File: src/rtl/aes_dec_key_prep.sv
// Turns the forward AES round-key schedule into the equivalent-inverse-cipher schedule and replays it
// in reverse. Define AES_DEC_KEY_PREP_REPLAY_EN to add the replay port that re-emits a kept schedule.
module aes_dec_key_prep #(
  parameter int unsigned NR = 10
) (
  input  logic         clk,
  input  logic         rst_n,
  input  logic         abort_i,
`ifdef AES_DEC_KEY_PREP_REPLAY_EN
  input  logic         replay_i,
`endif
  input  logic         in_valid_i,
  output logic         in_ready_o,
  input  logic [127:0] in_key_i,
  output logic         out_valid_o,
  input  logic         out_ready_i,
  output logic [127:0] out_key_o,
  output logic [3:0]   out_idx_o,
  output logic         out_last_o,
  output logic         busy_o
);

  if (NR > 15 || NR < 1) begin : gen_nr_illegal
    $error("aes_dec_key_prep: NR must be in 1..15");
  end

  localparam logic [3:0] LastIdx = 4'(NR);

  function automatic logic [7:0] xtime(input logic [7:0] b);
    return {b[6:0], 1'b0} ^ (b[7] ? 8'h1b : 8'h00);
  endfunction

  // Row 0 of each column is its most significant byte.
  function automatic logic [31:0] imc_col(input logic [31:0] col);
    logic [7:0] a, x2, x4, x8;
    logic [7:0] m9 [4];
    logic [7:0] mb [4];
    logic [7:0] md [4];
    logic [7:0] me [4];
    for (int i = 0; i < 4; i++) begin
      a     = col[31-8*i -: 8];
      x2    = xtime(a);
      x4    = xtime(x2);
      x8    = xtime(x4);
      m9[i] = x8 ^ a;
      mb[i] = x8 ^ x2 ^ a;
      md[i] = x8 ^ x4 ^ a;
      me[i] = x8 ^ x4 ^ x2;
    end
    return {me[0] ^ mb[1] ^ md[2] ^ m9[3], m9[0] ^ me[1] ^ mb[2] ^ md[3],
            md[0] ^ m9[1] ^ me[2] ^ mb[3], mb[0] ^ md[1] ^ m9[2] ^ me[3]};
  endfunction

  function automatic logic [127:0] inv_mix_columns(input logic [127:0] k);
    return {imc_col(k[127:96]), imc_col(k[95:64]), imc_col(k[63:32]), imc_col(k[31:0])};
  endfunction

  typedef enum logic [1:0] {StIdle, StLoad, StDrain} state_e;

  state_e         state_q, state_d;
  logic [3:0]     cnt_q, cnt_d;
  logic [127:0]   key_q, key_d;
  logic [3:0]     idx_q, idx_d;
  logic           mem_we;
  logic [127:0]   mem_wdata;
  logic [127:0]   key_mem [NR+1];
  logic           replay_go;

`ifdef AES_DEC_KEY_PREP_REPLAY_EN
  logic kept_q, kept_d;
  assign replay_go = replay_i & kept_q;
`else
  assign replay_go = 1'b0;
`endif

  always_comb begin
    state_d    = state_q;
    cnt_d      = cnt_q;
    key_d      = key_q;
    idx_d      = idx_q;
    mem_we     = 1'b0;
    mem_wdata  = (cnt_q == 4'd0 || cnt_q == LastIdx) ? in_key_i : inv_mix_columns(in_key_i);
`ifdef AES_DEC_KEY_PREP_REPLAY_EN
    kept_d     = kept_q;
`endif
    unique case (state_q)
      StIdle: begin
        if (replay_go) begin
          state_d = StDrain;
          cnt_d   = LastIdx;
          key_d   = key_mem[NR];
          idx_d   = 4'd0;
        end else if (in_valid_i) begin
          state_d = StLoad;
          cnt_d   = 4'd0;
`ifdef AES_DEC_KEY_PREP_REPLAY_EN
          kept_d  = 1'b0;
`endif
        end
      end
      StLoad: begin
        if (in_valid_i) begin
          mem_we = 1'b1;
          if (cnt_q == LastIdx) begin
            // Stage dk[0] directly from the input so it is valid the cycle after the last write.
            state_d = StDrain;
            key_d   = mem_wdata;
            idx_d   = 4'd0;
          end else begin
            cnt_d = cnt_q + 4'd1;
          end
        end
      end
      StDrain: begin
        if (out_ready_i) begin
          if (cnt_q == 4'd0) begin
            state_d = StIdle;
            key_d   = '0;
            idx_d   = 4'd0;
`ifdef AES_DEC_KEY_PREP_REPLAY_EN
            kept_d  = 1'b1;
`endif
          end else begin
            cnt_d = cnt_q - 4'd1;
            key_d = key_mem[cnt_q - 4'd1];
            idx_d = LastIdx - (cnt_q - 4'd1);
          end
        end
      end
      default: state_d = StIdle;
    endcase
    if (abort_i) begin
      state_d = StIdle;
      cnt_d   = 4'd0;
      key_d   = '0;
      idx_d   = 4'd0;
      mem_we  = 1'b0;
`ifdef AES_DEC_KEY_PREP_REPLAY_EN
      kept_d  = 1'b0;
`endif
    end
  end

  always_ff @(posedge clk or negedge rst_n) begin
    if (!rst_n) begin
      state_q <= StIdle;
      cnt_q   <= 4'd0;
      key_q   <= '0;
      idx_q   <= 4'd0;
`ifdef AES_DEC_KEY_PREP_REPLAY_EN
      kept_q  <= 1'b0;
`endif
    end else begin
      state_q <= state_d;
      cnt_q   <= cnt_d;
      key_q   <= key_d;
      idx_q   <= idx_d;
`ifdef AES_DEC_KEY_PREP_REPLAY_EN
      kept_q  <= kept_d;
`endif
    end
  end

  // Storage is never reset; validity is tracked by the FSM (and kept flag).
  always_ff @(posedge clk) begin
    if (mem_we) key_mem[cnt_q] <= mem_wdata;
  end

  assign in_ready_o  = (state_q == StLoad);
  assign out_valid_o = (state_q == StDrain);
  assign out_key_o   = key_q;
  assign out_idx_o   = idx_q;
  assign out_last_o  = out_valid_o && (idx_q == LastIdx);
  assign busy_o      = (state_q != StIdle);

endmodule

File: config.mk
export PLATFORM = sky130hd
export DESIGN_NAME = aes_dec_key_prep
export DESIGN_NICKNAME = d
export VERILOG_FILES = /design/src/rtl/aes_dec_key_prep.sv
export SDC_FILE = /design/constraint.sdc
export NUM_CORES = 2
export LEC_CHECK = 0
export ABC_CLOCK_PERIOD_IN_PS = 11330
export CORE_AREA = 10 10 387 389
export CTS_CLUSTER_DIAMETER = 60
export DETAILED_ROUTE_END_ITERATION = 6
export DIE_AREA = 0 0 397 399
export PLACE_DENSITY = 0.67
export SLEW_MARGIN = 40
export SYNTH_ARGS = -nofsm -noshare
export SYNTH_HDL_FRONTEND = slang
export SYNTH_SLANG_ARGS = --single-unit
File: constraint.sdc
create_clock -name clk -period 11.33 [get_ports clk]
set_clock_uncertainty 0.1 [all_clocks]
set_input_delay 2.266 -clock clk [delete_from_list [all_inputs] [get_ports clk]]
set_output_delay 2.266 -clock clk [all_outputs]
set_load 0.005 [all_outputs]
==> metrics <==
outcome finished, final reports clean; worst hold path endpoint out_key_o[70]$_DFFE_PN0P_; Static Leakage 0.0280 uW; synthesis-stage register bit count approximately 1500; root buf cell clkbuf_16; routability cong. 0.948; synthesized instance count 4240; num rows 139; FF-to-FF setup slack 6600 ps; design area 80800 um2; area added between synthesis and finish 14.8%; DIE AREA 158000 um2; largest family of logic cells by synthesized area multiplexers; Peak Freq roughly 190 MHz; Crit path arrival time 2940 ps; NetSw 3650 uW; worst-skew pair later-pin latency 790 ps; Sink Count ~1500; die span in x 397 um; buffer depth of the longest clock path 3; first-pass GRT wire length 297 mm; top_reg_cell synth edfxtp_1; share of layout cells above drive strength 1 0.156; Detail Route met3 WL 21.1 mm; # IOs 269; Remaining DRCs 0; # resized after CTS 0; crit end category primary output; syn nets 4382; nets@finish around 4600; Total GRT Usage 0.259; P_int approximately 10000 uW; met2 WL post-DR 96.9 mm; H-tree levels 4; gr ovfl total 0; count of hold-fix buffers inserted at cts 0; Register-to-Register Path Depth 10; Yosys Warn Count 0; largest cells by area after synthesis edfxtp_1 (60%), mux4_2 (8.2%), dfrtp_1 (4.9%); Core Box Area 142000 um2; vias 40400; CP Max Fanout 17; Tcrit/Tclk final 0.469; EDFF count, synth 1408; Post-Synth Adder-Cell Area 0.00160; placed wire-length estimate 133 mm; Seq/Total Area, Yosys 0.649; hold path startpoint out_key_o[70]$_DFFE_PN0P_; Sw Ratio 0.259; XOR/XNOR Fraction of Synth Area 0.118; Synth Area in Simple Gates 0.0266; initial core utilization 0.494; Worst Path Required 8960 ps; TritonCTS clock tree done; Worst-Margin Slew 958 ps; fin cells 6503; Clock Pin Slew Worst Setup and Hold Paths 60 ps; Register Area roughly 46000 um2; Final setup viols 0; Cell Area, Synth 70400 um2; Die H around 400 um; WHS Path Cells 2; syn_area_per_cell 16.6 um2; antenna violations before repair 25; placed insts 6193; Worst IR Drop VDD 0.127 mV; Setup WS pre-CTS 5050 ps; DR pass1 iterations 6; final wirelength 208 mm; minimum clock period 5310 ps; Setup CP Type flip-flop to primary output; mux cell area share after synthesis 0.122; post-route setup TNS 0 ps; max-slew violations 0; RSZ-0062 raised after global routing false; max cap viols 0; Synth top area share 0.600; Num CTS Buffers 160; Fillers 10700; share of power burned in registers 0.456; combinational share of power 0.172; worst rel slew slack 0.357; number of library cell types mapped by synthesis 56; WL met1 between 80 and 90 mm; post-CTS setup buffers 0; Clk pwr share 0.371; IO Port Bufs 268; PD cells 174 nW/um2; Crit Reg-Reg Startpoint cnt_q[0]$_DFFE_PN0P_; Synth async-reset ratio 0.0893; Final Hold Fails 0; largest net degree at the start of global routing 137; worst r2r dst out_key_o[52]$_DFFE_PN0P_; Post-Place Cell Area around 75000 um2; DR vias/cell 6.20; Finished Core Util 0.568; Yosys top cell by area edfxtp_1; Detail Route Antenna Nets 0; post-route setup slack 6020 ps; Synth Area in Compound Gates 0.0621; initial drt markers 4875; DR top layer met5; per-cell routed wire length 32.0 um; vias in the first global route 39800; HP Class flip-flop to flip-flop; area of the multi-input gates around 24000 um2; Setup crit start kind flip-flop
## power by group through the flow
stage          clock, uW  combinational (uW)  sequential (uW)
2_1_floorplan          0                1560             6510
3_3_place_gp           0                2360             6540
3_5_place_dp           0                2380             6540
4_1_cts             5280                2400             6420
6_report            5220                2430             6420
5_1_grt             5520                2540             6420
## worst max path at each step
stage	from	end
finish	state_q[0]$_DFFE_PN0P_	out_last_o
global route	state_q[0]$_DFFE_PN0P_	out_last_o
CTS	in_key_i[90]	key_mem[2][76]$_DFFE_PP_
detailed placement	in_key_i[90]	key_mem[2][76]$_DFFE_PP_
global placement	in_key_i[90]	key_mem[3][76]$_DFFE_PP_
floorplan	abort_i	key_mem[10][0]$_DFFE_PP_
## kinds of logic (layout without fill, tap and decap cells)
kind of cell	after synthesis	count (layout)
flip-flops	1546	1546
XOR/XNOR	680	680
AO/OA/AOI/OAI	666	666
multiplexers	533	533
AND/OR/NAND/NOR	463	463
buffers and inverters	343	696
adder cells (fa/ha/maj)	9	9
other	0	7
## worst max-delay path: stages, from the launching register on
cell	delay (ps)
dfrtp_1	390
inv_1	110
ha_2	540
inv_4	280
nor2_1	280
clkdlybuf4s50_1	550
## routing by layer
metal / up-vias / track usage
met5: - / 0
met4: 18 / 0.0797
met3: 319 / 0.0593
met2: 2213 / 0.404
met1: 21000 / 0.363
li1: 16800 / -
## sequential cells by signal, summed over array words and instances (netlist names)
signal and count:
out_idx_o 4, state_q 2, cnt_q 4, out_key_o 128
key_mem 1408
## final cells by class
type	count	share of cell area
Clock buffer	224	0.0557
Tap cell	1903	0.0295
Antenna cell	7	0.000217
Multi-Input combinational cell	2351	0.291
Sequential cell	1546	0.566
Inverter	13	0.000635
Timing Repair Buffer	385	0.0477
Clock inverter	74	0.00924
## layout by cell type, fill, tap and decap left out, types with 20 or more instances in the layout
cell type        Yosys  routed
xor3_1              22      22
clkdlybuf4s50_1      0     266
a22o_1             112     112
o211ai_1            62      62
xnor2_1            393     392
buf_4                3      75
nand2_1            225     222
edfxtp_1          1408    1408
clkinv_2             0      24
nor2b_1             22      22
o21ai_1              2      30
mux2i_1            241     241
a221oi_1            31      31
buf_6                1      20
mux2_2              35      35
a211oi_1            54      54
a21oi_2              0      20
o21ai_0            187     157
xor2_1             114     113
dfrtp_1            138     136
xnor3_1            143     143
mux4_2             256     256
clkbuf_16            0     164
nor2_1             183     180
a21oi_1            143     122
clkbuf_1           202      43
a22oi_1             27      27
## metrics by stage
| step | hold WS, ps | power, uW |
|---|---|---|
| after floorplan | 373 | 8070 |
| after global placement | 369 | 8900 |
| after detailed placement | 374 | 8930 |
| after CTS | 388 | 14100 |
| after global routing | 416 | 14500 |
| final | 386 | 14100 |
## cell usage after synthesis, drive strengths merged (4+ instances only)
master / number
a211oi: 54
a21boi: 5
a21o: 14
a21oi: 143
a221oi: 31
a22o: 112
a22oi: 27
and2: 11
and3: 5
buf: 127
clkbuf: 203
dfrtp: 138
edfxtp: 1408
ha: 9
inv: 13
mux2: 36
mux2i: 241
mux4: 256
nand2: 225
nor2: 183
nor2b: 22
nor3: 6
o211ai: 62
o21a: 5
o21ai: 189
o221ai: 9
o22ai: 4
xnor2: 396
xnor3: 146
xor2: 116
xor3: 22
(Power assumes the default switching activity.)
==> variant (same flow settings) <==
The parameter `NR` goes from 10 to 5.
--- a/src/rtl/aes_dec_key_prep.sv
+++ b/src/rtl/aes_dec_key_prep.sv
@@ -3,3 +3,3 @@
 module aes_dec_key_prep #(
-  parameter int unsigned NR = 10
+  parameter int unsigned NR = 5
 ) (
Check against the original RTL: same outputs for any inputs over 4 cycles, from zero or initial values and one cycle with rst_n low; that may be too few to reach the edited logic, so the function may still have changed.
==> variant against the original RTL <==
  * Die area stayed put
  * Synthesized area fell by 36%
  * Count of clock-buffer cells in the layout fell by 95
  * Final area down 34%
  * Global-route usage is 9.2 points lower
  * Critical path depth rose by 6
  * Wire length down 34%
  * Setup slack improved by 0.088 ns
  * First-iteration DRC count decreased by 49%
  * Sequential cell count decreased by 640
  * Hold slack better by 0.024 ns
  * Total power down 35%
  * Critical endpoint is now out_key_o[82]
  * Largest cell class unchanged
  * Largest power group unchanged
==> variant: results (changes against the original RTL) <==
status completed; reg2reg start cnt_q[0]; post-route insts no fill 5419 (-17%); DRT iter0 DRCs 2494 (-49%); asr flop ratio synth 15.2% (+6.3 points); # fillers 13400 (+25%); DR pass1 iterations 5 (-1); vias in the first global route 27700 (-30%); synthesized area per cell 13.7 um2 (-18%); hpwl dp 89.6 mm (-33%); Slew HR 40.7% (+5.0 points); worst setup path endpoint out_key_o[82]; Reg clk slew, reported paths 0.06 ns (about the same); Worst-Skew Late Latency 0.73 ns (-0.06 ns); first-pass GRT wire length 199 mm (-33%); Synth top cells by count edfxtp_1 (768), xnor2_1 (513), nor2_1 (208); CP startpoint cnt_q[0]; Worst path slowest cell dfrtp_4; post-synth cell types 57 (+1.8%); worst-path fanout max 107 (+90); hold_sp out_key_o[76]; Final Wtd Congestion 0.909 (-4.1%); Total GRT Usage 16.8% (-9.2 points); antenna violations before repair 19 (-24%); FF-to-FF path depth 11 (+1); wire per inst 25.2 um (-21%); CTS buffer count 96 (-40%); largest net degree at the start of global routing 147 (+7.3%); Post-synth EDFFs 768 (-45%); CTS H-tree lvls 3 (-1); Synth Net Count 3451 (-21%); internal power 6.54 mW (-37%); peak supply drop 0.000110 V (-13%); FF-to-FF setup slack 6.11 ns (-0.49 ns); main area contributors after synthesis edfxtp_1 (51%), xnor2_1 (9.9%), dfrtp_1 (7.6%); WP data arrival 5.70 ns (+2.76 ns); max FFs per register 768 (-45%); nets@finish 3573 (-22%); layout cells sized above 1 10.6% (-4.9 points); DP Cell Count 5232 (-16%); register area share after synthesis 58.7% (-6.3 points); Hold EP out_key_o[76]; LEAKAGE 17.5 nW (-38%)
==> variant: cell count changes after synthesis, sizes merged, moves of 46 or more <==
cell,delta
xnor3,-83
a22o,-112
mux4,-176
xnor2,+133
mux2i,-90
a221oi,+46
nor3,+68
edfxtp,-640
==> variant: area by class of cell <==
class | count | area (um2) | share of cell area (%)
multi-input cells | 2099 | 17500 | 33.0
flip-flops and latches | 906 | 26500 | 50.0
clock inverters | 51 | 642 | 1.21
inverters | 9 | 35.0 | 0.0660
repair buffers | 320 | 3310 | 6.24
well taps | 1903 | 2380 | 4.49
clock buffers | 129 | 2670 | 5.03
diodes | 2 | 5.00 | 0.00943
==> variant: cells by family (layout without fill, tap and decap cells) <==
logic type	Yosys count	count (layout)	share of synthesized area [%]
xor gates and xnor gates	761	761	17.6
other	0	2	0
and+or+nand+nor	503	503	4.61
adders and majority gates	8	8	0.221
muxes	272	272	8.35
AOI/OAI and AO/OA	555	555	7.66
buffers and inverters	305	509	2.87
DFF	906	906	58.7
==> variant: layer usage <==
metal,vias up,share of wire [%],track usage (%),wire length [um]
met1,14200,42,22.5,57500
li1,12300,-,-,-
met5,-,0.065,0,89
met3,210,8.4,3.89,11500
met4,14,3.2,5.97,4400
met2,1090,46,26.4,63100
==> variant: worst register-to-register path: stages (launching register included) <==
cell,delay [ns]
dfrtp_4,0.94
inv_1,0.40
ha_4,0.29
xnor2_2,0.20
buf_12,0.39
buf_16,0.42
clkinv_2,0.69
buf_4,0.57
a21oi_1,0.24
o21ai_0,0.13
a221oi_1,0.63
nor3_1,0.11
==> variant: power by group through the flow <==
| stage | sequential, mW | combinational, mW | clock [mW] |
|---|---|---|---|
| after global placement | 3.85 | 2.04 | 0 |
| after detailed placement | 3.85 | 2.05 | 0 |
| final | 3.78 | 2.06 | 3.26 |
| after CTS | 3.78 | 2.06 | 3.32 |
| after global routing | 3.79 | 2.21 | 3.44 |
| after floorplan | 3.85 | 1.41 | 0 |
==> variant: per-stage QoR <==
step	area, um2	setup TNS (ns)	utilization (%)	hold slack (ns)	setup WS, ns
5_1_grt	53100	0	37.3	0.442	5.73
4_1_cts	53000	0	37.2	0.420	5.96
6_report	53100	0	37.3	0.411	6.11
3_5_place_dp	49700	0	34.9	0.404	5.69
3_3_place_gp	49500	0	34.8	0.396	5.76
2_1_floorplan	45200	-2197.84	-	0.401	-4.29
